[src/rtl/if_id_reg.sv]
// rtl/if_id_reg.sv - IF/ID pipeline register with stall/flush, bubble and stall-run counters
// Optional fetch address-error detection is enabled by defining IF_ID_ADEL_EN.
module if_id_reg (
  input  logic        clk,
  input  logic        reset,
  input  logic        Stall_D,
  input  logic        Flush_D,
  input  logic [31:0] PC_F,
  input  logic [31:0] instr_F,
  output logic [31:0] PC_D = 32'h0000_3000,
  output logic [31:0] instr_D = 32'h0000_0000,
  output logic [31:0] PC8_D = 32'h0000_3008,
  output logic        valid_D = 1'b0,
  output logic [5:0]  op_D,
  output logic [5:0]  funct_D,
  output logic [4:0]  rs_D,
  output logic [4:0]  rt_D,
  output logic [4:0]  rd_D,
  output logic [4:0]  shamt_D,
  output logic [15:0] imm16_D,
  output logic [25:0] instr_index_D,
`ifdef IF_ID_ADEL_EN
  output logic [4:0]  ExcCode_D = 5'd0,
  output logic        exc_D = 1'b0,
`endif
  output logic [31:0] bubble_cnt = 32'h0000_0000,
  output logic [7:0]  stall_run = 8'h00
);

  logic [31:0] pc8_f;
  logic        adel_f;

  assign pc8_f = PC_F + 32'd8;

`ifdef IF_ID_ADEL_EN
  // Misaligned fetch or fetch outside the instruction memory window.
  assign adel_f = (PC_F[1:0] != 2'b00) || (PC_F < 32'h0000_3000) || (PC_F > 32'h0000_6FFC);
`else
  assign adel_f = 1'b0;
`endif

  always_ff @(posedge clk) begin
    if (reset) begin
      PC_D       <= 32'h0000_3000;
      PC8_D      <= 32'h0000_3008;
      instr_D    <= 32'h0000_0000;
      valid_D    <= 1'b0;
      bubble_cnt <= 32'h0000_0000;
      stall_run  <= 8'h00;
`ifdef IF_ID_ADEL_EN
      exc_D      <= 1'b0;
      ExcCode_D  <= 5'd0;
`endif
    end else begin
      if (!valid_D && (bubble_cnt != 32'hFFFF_FFFF)) begin
        bubble_cnt <= bubble_cnt + 32'd1;
      end

      if (Stall_D) begin
        if (stall_run != 8'hFF) begin
          stall_run <= stall_run + 8'd1;
        end
      end else begin
        stall_run <= 8'h00;
      end

      // Stall wins over flush so a held delay-slot instruction survives.
      if (!Stall_D) begin
        PC_D  <= PC_F;
        PC8_D <= pc8_f;
        if (Flush_D) begin
          instr_D <= 32'h0000_0000;
          valid_D <= 1'b0;
`ifdef IF_ID_ADEL_EN
          exc_D     <= 1'b0;
          ExcCode_D <= 5'd0;
`endif
        end else begin
          instr_D <= adel_f ? 32'h0000_0000 : instr_F;
          valid_D <= 1'b1;
`ifdef IF_ID_ADEL_EN
          exc_D     <= adel_f;
          ExcCode_D <= adel_f ? 5'd4 : 5'd0;
`endif
        end
      end
    end
  end

  assign op_D          = instr_D[31:26];
  assign rs_D          = instr_D[25:21];
  assign rt_D          = instr_D[20:16];
  assign rd_D          = instr_D[15:11];
  assign shamt_D       = instr_D[10:6];
  assign funct_D       = instr_D[5:0];
  assign imm16_D       = instr_D[15:0];
  assign instr_index_D = instr_D[25:0];

endmodule

[config.mk]
export PLATFORM = sky130hd
export DESIGN_NAME = if_id_reg
export DESIGN_NICKNAME = d
export VERILOG_FILES = /design/src/rtl/if_id_reg.sv
export SDC_FILE = /design/constraint.sdc
export NUM_CORES = 1
export LEC_CHECK = 0
export ABC_AREA = 0
export CAP_MARGIN = 20
export CORE_MARGIN = 2
export CORE_UTILIZATION = 50
export CTS_CLUSTER_SIZE = 40
export DETAILED_ROUTE_END_ITERATION = 10
export DONT_BUFFER_PORTS = 1
export GPL_ROUTABILITY_DRIVEN = 0
export HOLD_SLACK_MARGIN = 0.1
export PLACE_DENSITY_LB_ADDON = 0.1
export REMOVE_ABC_BUFFERS = 1
export SYNTH_ARGS = -nofsm -noshare
export SYNTH_HDL_FRONTEND = slang
export SYNTH_SLANG_ARGS = --single-unit
[constraint.sdc]
create_clock -name clk -period 2.6 [get_ports clk]
set_input_delay 0.52 -clock clk [delete_from_list [all_inputs] [get_ports clk]]
set_output_delay 0.52 -clock clk [all_outputs]
set_load 0.005 [all_outputs]
== Yosys cells after proc, flatten, opt, wreduce, memory -nomap -nowiden ==
Cells that the tools add are included.
Widths: inputs -> output; s select.

* $add $sub $neg: 3
* Eq/ne operators: 2
* Multiplexer cells: 2
* Bitwise logic cells: 1
* Reduce and logical (&&, ||, !) cells: 3

{| class="wikitable"
|+ Operators by type and width
! cell !! count
|-
| $add 32x1->32 const B || 1
|-
| $add 32x4->32 const B || 1
|-
| $mux 32 || 1
|-
| $ne 32x32->1 const B || 1
|-
| $add 8x1->8 const B || 1
|-
| $ne 8x8->1 const B || 1
|-
| $reduce_or 2->1 || 1
|-
| $logic_and 1x1->1 || 1
|-
| $logic_not 1->1 || 1
|-
| $mux 1 || 1
|-
| $not 1->1 || 1
|}

* Bits in registers: 137
* Input port bits: 68
* Output and inout bits: 211
* Word-level logic and storage cells: 17

== Logic depth before layout (Yosys ltp) ==
* Depth after elaboration: 2
* Depth in mapped cells: 7
* Depth with buffers taken out: 6

== Worst setup path after synthesis ==
No wires, ideal clock.

* Path type: register to register
* Start: register bubble_cnt[0]
* End: register bubble_cnt[18]
* Setup time: 0.128 ns
* Arrival: 1.886 ns
* Required time: 2.472 ns
* Setup slack: 0.586 ns
* Cell stages (with the launch flop): 8
* Path buffers: 1
* Period minus slack after synthesis: 2.014 ns
* Cell sequence: dfxtp_1 -> ha_1 -> nand4b_1 -> or3_1 -> buf_2 -> a2111oi_0 -> xnor2_1 -> nor2_1

* Longest elaborated chain between the ends: 2
* Elaborated cells on any way between the ends: 3
* Classes of those cells: add/sub (1); eq/ne (1); reduce/logical (1)

{| class="wikitable"
|+ RTL lines
! what !! RTL line !! text
|-
| start, declared || 26 || <nowiki>output logic [31:0] bubble_cnt = 32'h0000_0000,</nowiki>
|-
| start signal, assigned || 56 || <nowiki>bubble_cnt <= bubble_cnt + 32'd1;</nowiki>
|-
| parallel branches: the longest is 2 deep, another holds $add 32x1->32 || -- ||
|}

Several ways; the timed one is not identified.
A chain may end at the register's enable or synchronous reset.

== Final worst setup path ==
Same ends and word-level chain as after synthesis.

==> results.ini <==
[floorplan]
die_area_um2 = 13200
start_util = 0.513
rows = 40
fp.dieH_um = 115
core_region_area_um2 = 12000
io-pin-count = 279
fp.dieW_um = 115

[final_layout]
fin_nets = 659
drive_above_1_share = 0.0900
postLayoutCellArea_um2 = 6340
n_antenna_cell = 0
instances_no_fill = 747
syn_to_final_growth_pct = 2.99
final_cell_mix = 134 x dfxtp_1, 91 x nor2_1, 37 x xnor2_1, 32 x a22o_1, 30 x mux2i_1
final_util = 0.528
final_common_cell = dfxtp_1

[setup_path]
ff2ff_path_depth = 6
path_buf_inv = 0
crit_cells = 6
crit_fanout = 10
start_kind = register
crit_slowest_cell = a2111oi_0
required_ps = 2910
critPathLaunch = bubble_cnt[0]
crit_end = bubble_cnt[18]
cp_cell_sequence = ha_1, nand4b_1, or3_1, a2111oi_0, xnor2_1, nor2_1
critical_path.max_stage_delay_ps = 560
r2r-end = bubble_cnt[18]
worst_ep_arrival_time_ps = 2610
reg2reg_slack_ps = 300
r2r-start = bubble_cnt[0]
cp_top_family = simple AND/OR/NAND/NOR gates
end_kind = register
crit_type = register to register

[logic_synthesis]
synthFlopType = dfxtp_1
synth_cells = 673
syn-cell-area_um2 = 6160
synthArstFlopShare = 0
synth_seq_cells = 134
syn_avg_cell_area_um2 = 9.15
synth.yosys.seq_area_share = 0.436
yosysWarnings = 0
synth.distinct_cells = 55
synth_edf_count = 0

[grt]
antenna_found_initial = 0
grt_overflow = 0
grt_pass1_wl_um = 23600
grt_max_degree = 104
grt.total_usage = 0.234
grt_pass1_vias = 4230

[worst_hold_path]
holdPathStages = 1
min-delay-start = reset
hp-class = primary input to register

[detailed_routing]
drt_first_iter_violations = 355
drc = 0
via_per_inst = 6.03
ant_nets = 0
vias = 4503
wl_per_cell_um = 21.1
first_pass_iters = 4
routed_wirelength_um = 15800

[placement]
placed_cells = 716
post-place-ws_ps = 347
dp_hpwl_um = 11300
placed_area_um2 = 5700
portBuffers = 0

[pwr]
powerDensity_nw_per_um2 = 794
p_leak_nw = 2.35
vdd_ir_drop_max_mv = 0.491

[timing]
setup_viol = 0
slew_viol_final = 0
fin_crit_sh = 0.885
finalHoldViolCount = 0
rsz0062_at_grt = false
min_period_ps = 2300
worst_clock_skew_ps = 3.23
fmax_mhz = 435
relSlewSlack = 0.640
worst_pin_slew_ps = 537
fin_tns_setup_ps = 0
fin_ws_ps = 299

[cts]
clk_pin_slew_ps = 60
cts_resized = 0
insertion_delay_ps = 410
root_buffer = clkbuf_16
clock-sinks = 134
ctsHoldBuffers = 0
cts_buffers = 17
cts_tree = yes
ctsHtreeMaxLevel = 4
clock_path_buffers = 2
cts_setup_buffers = 0

[run_status]
status = finished, final reports clean

[flow_run]
cap_violations = 0

worst register-to-register path, cell delays in order (launching register included):
cell and delay [ps]:
dfxtp_1 430, ha_1 240, nand4b_1 200, or3_1 530, a2111oi_0 560, xnor2_1 180
nor2_1 50
sequential cells by signal, summed over array words and instances, names as in the netlist:
signal      cells
PC_D           32
valid_D         1
PC8_D          29
bubble_cnt     32
stall_run       8
instr_D        32
metrics by stage:
| step | hold WS [ps] | power (mW) |
|---|---|---|
| 2_1_floorplan | 449 | 2.42 |
| 3_3_place_gp | 465 | 2.48 |
| 3_5_place_dp | 470 | 2.49 |
| 4_1_cts | 159 | 5.08 |
| 5_1_grt | 156 | 5.21 |
| 6_report | 173 | 5.04 |
where the power goes:
part           switching (mW)  internal, mW  leakage (nW)  total [mW]
clock network           0.869          1.73         0.313        2.60
registers               0.111          2.14          1.10        2.25
logic                  0.0859        0.0997         0.936       0.186
total                    1.07          3.97          2.35        5.04
cells in the mapped netlist, drive strengths merged (4+ instances only):
cell type / count / area share
dfxtp: 134 / 0.44
nor2: 92 / 0.056
buf: 83 / 0.098
xnor2: 37 / 0.053
a22o: 32 / 0.046
mux2i: 30 / 0.049
clkbuf: 28 / 0.017
nand2: 25 / 0.015
a21oi: 23 / 0.019
a211oi: 22 / 0.027
nand3: 20 / 0.016
nand4: 19 / 0.020
inv: 12 / 0.0073
nor3: 12 / 0.0098
nor4: 11 / 0.012
nor2b: 9 / 0.0091
xor2: 7 / 0.010
a31oi: 6 / 0.0061
and4: 6 / 0.0087
or4: 6 / 0.0081
and3: 5 / 0.0051
o21ai: 5 / 0.0041
or3: 5 / 0.0055
a211o: 4 / 0.0057
o31ai: 4 / 0.0049
kinds of logic after synthesis:
kind of cell	share of synthesized area
compound gates	0.130
xor+xnor	0.0626
fa+ha+maj	0.00610
buf+inv	0.123
flops	0.436
mux	0.0543
simple gates	0.189
final cells by class:
cell class	count	area [µm²]
fillers	1109	5670
multi-input cells	416	2730
flip-flops and latches	134	2680
clock buffers	24	502
well taps	147	184
clock inverters	7	141
repair buffers	7	52.6
inverters	12	45.0
worst min-delay path by stage:
| stage | endpoint | slack [ps] |
|---|---|---|
| floorplan | PC8_D[17] | 450 |
| global placement | PC_D[25] | 470 |
| detailed placement | PC_D[26] | 470 |
| CTS | PC_D[1] | 160 |
| global route | PC_D[10] | 160 |
| finish | PC8_D[6] | 170 |
metal layers:
metal  routed length (µm)  GRT usage  vias to the layer above
li1                     -          -                     2149
met1                 6040      0.260                     2116
met2                 7840      0.392                      198
met3                 1370     0.0901                       40
met4                  523      0.115                        0
met5                    0          0                        -
Power figures use the tool's default switching activity.
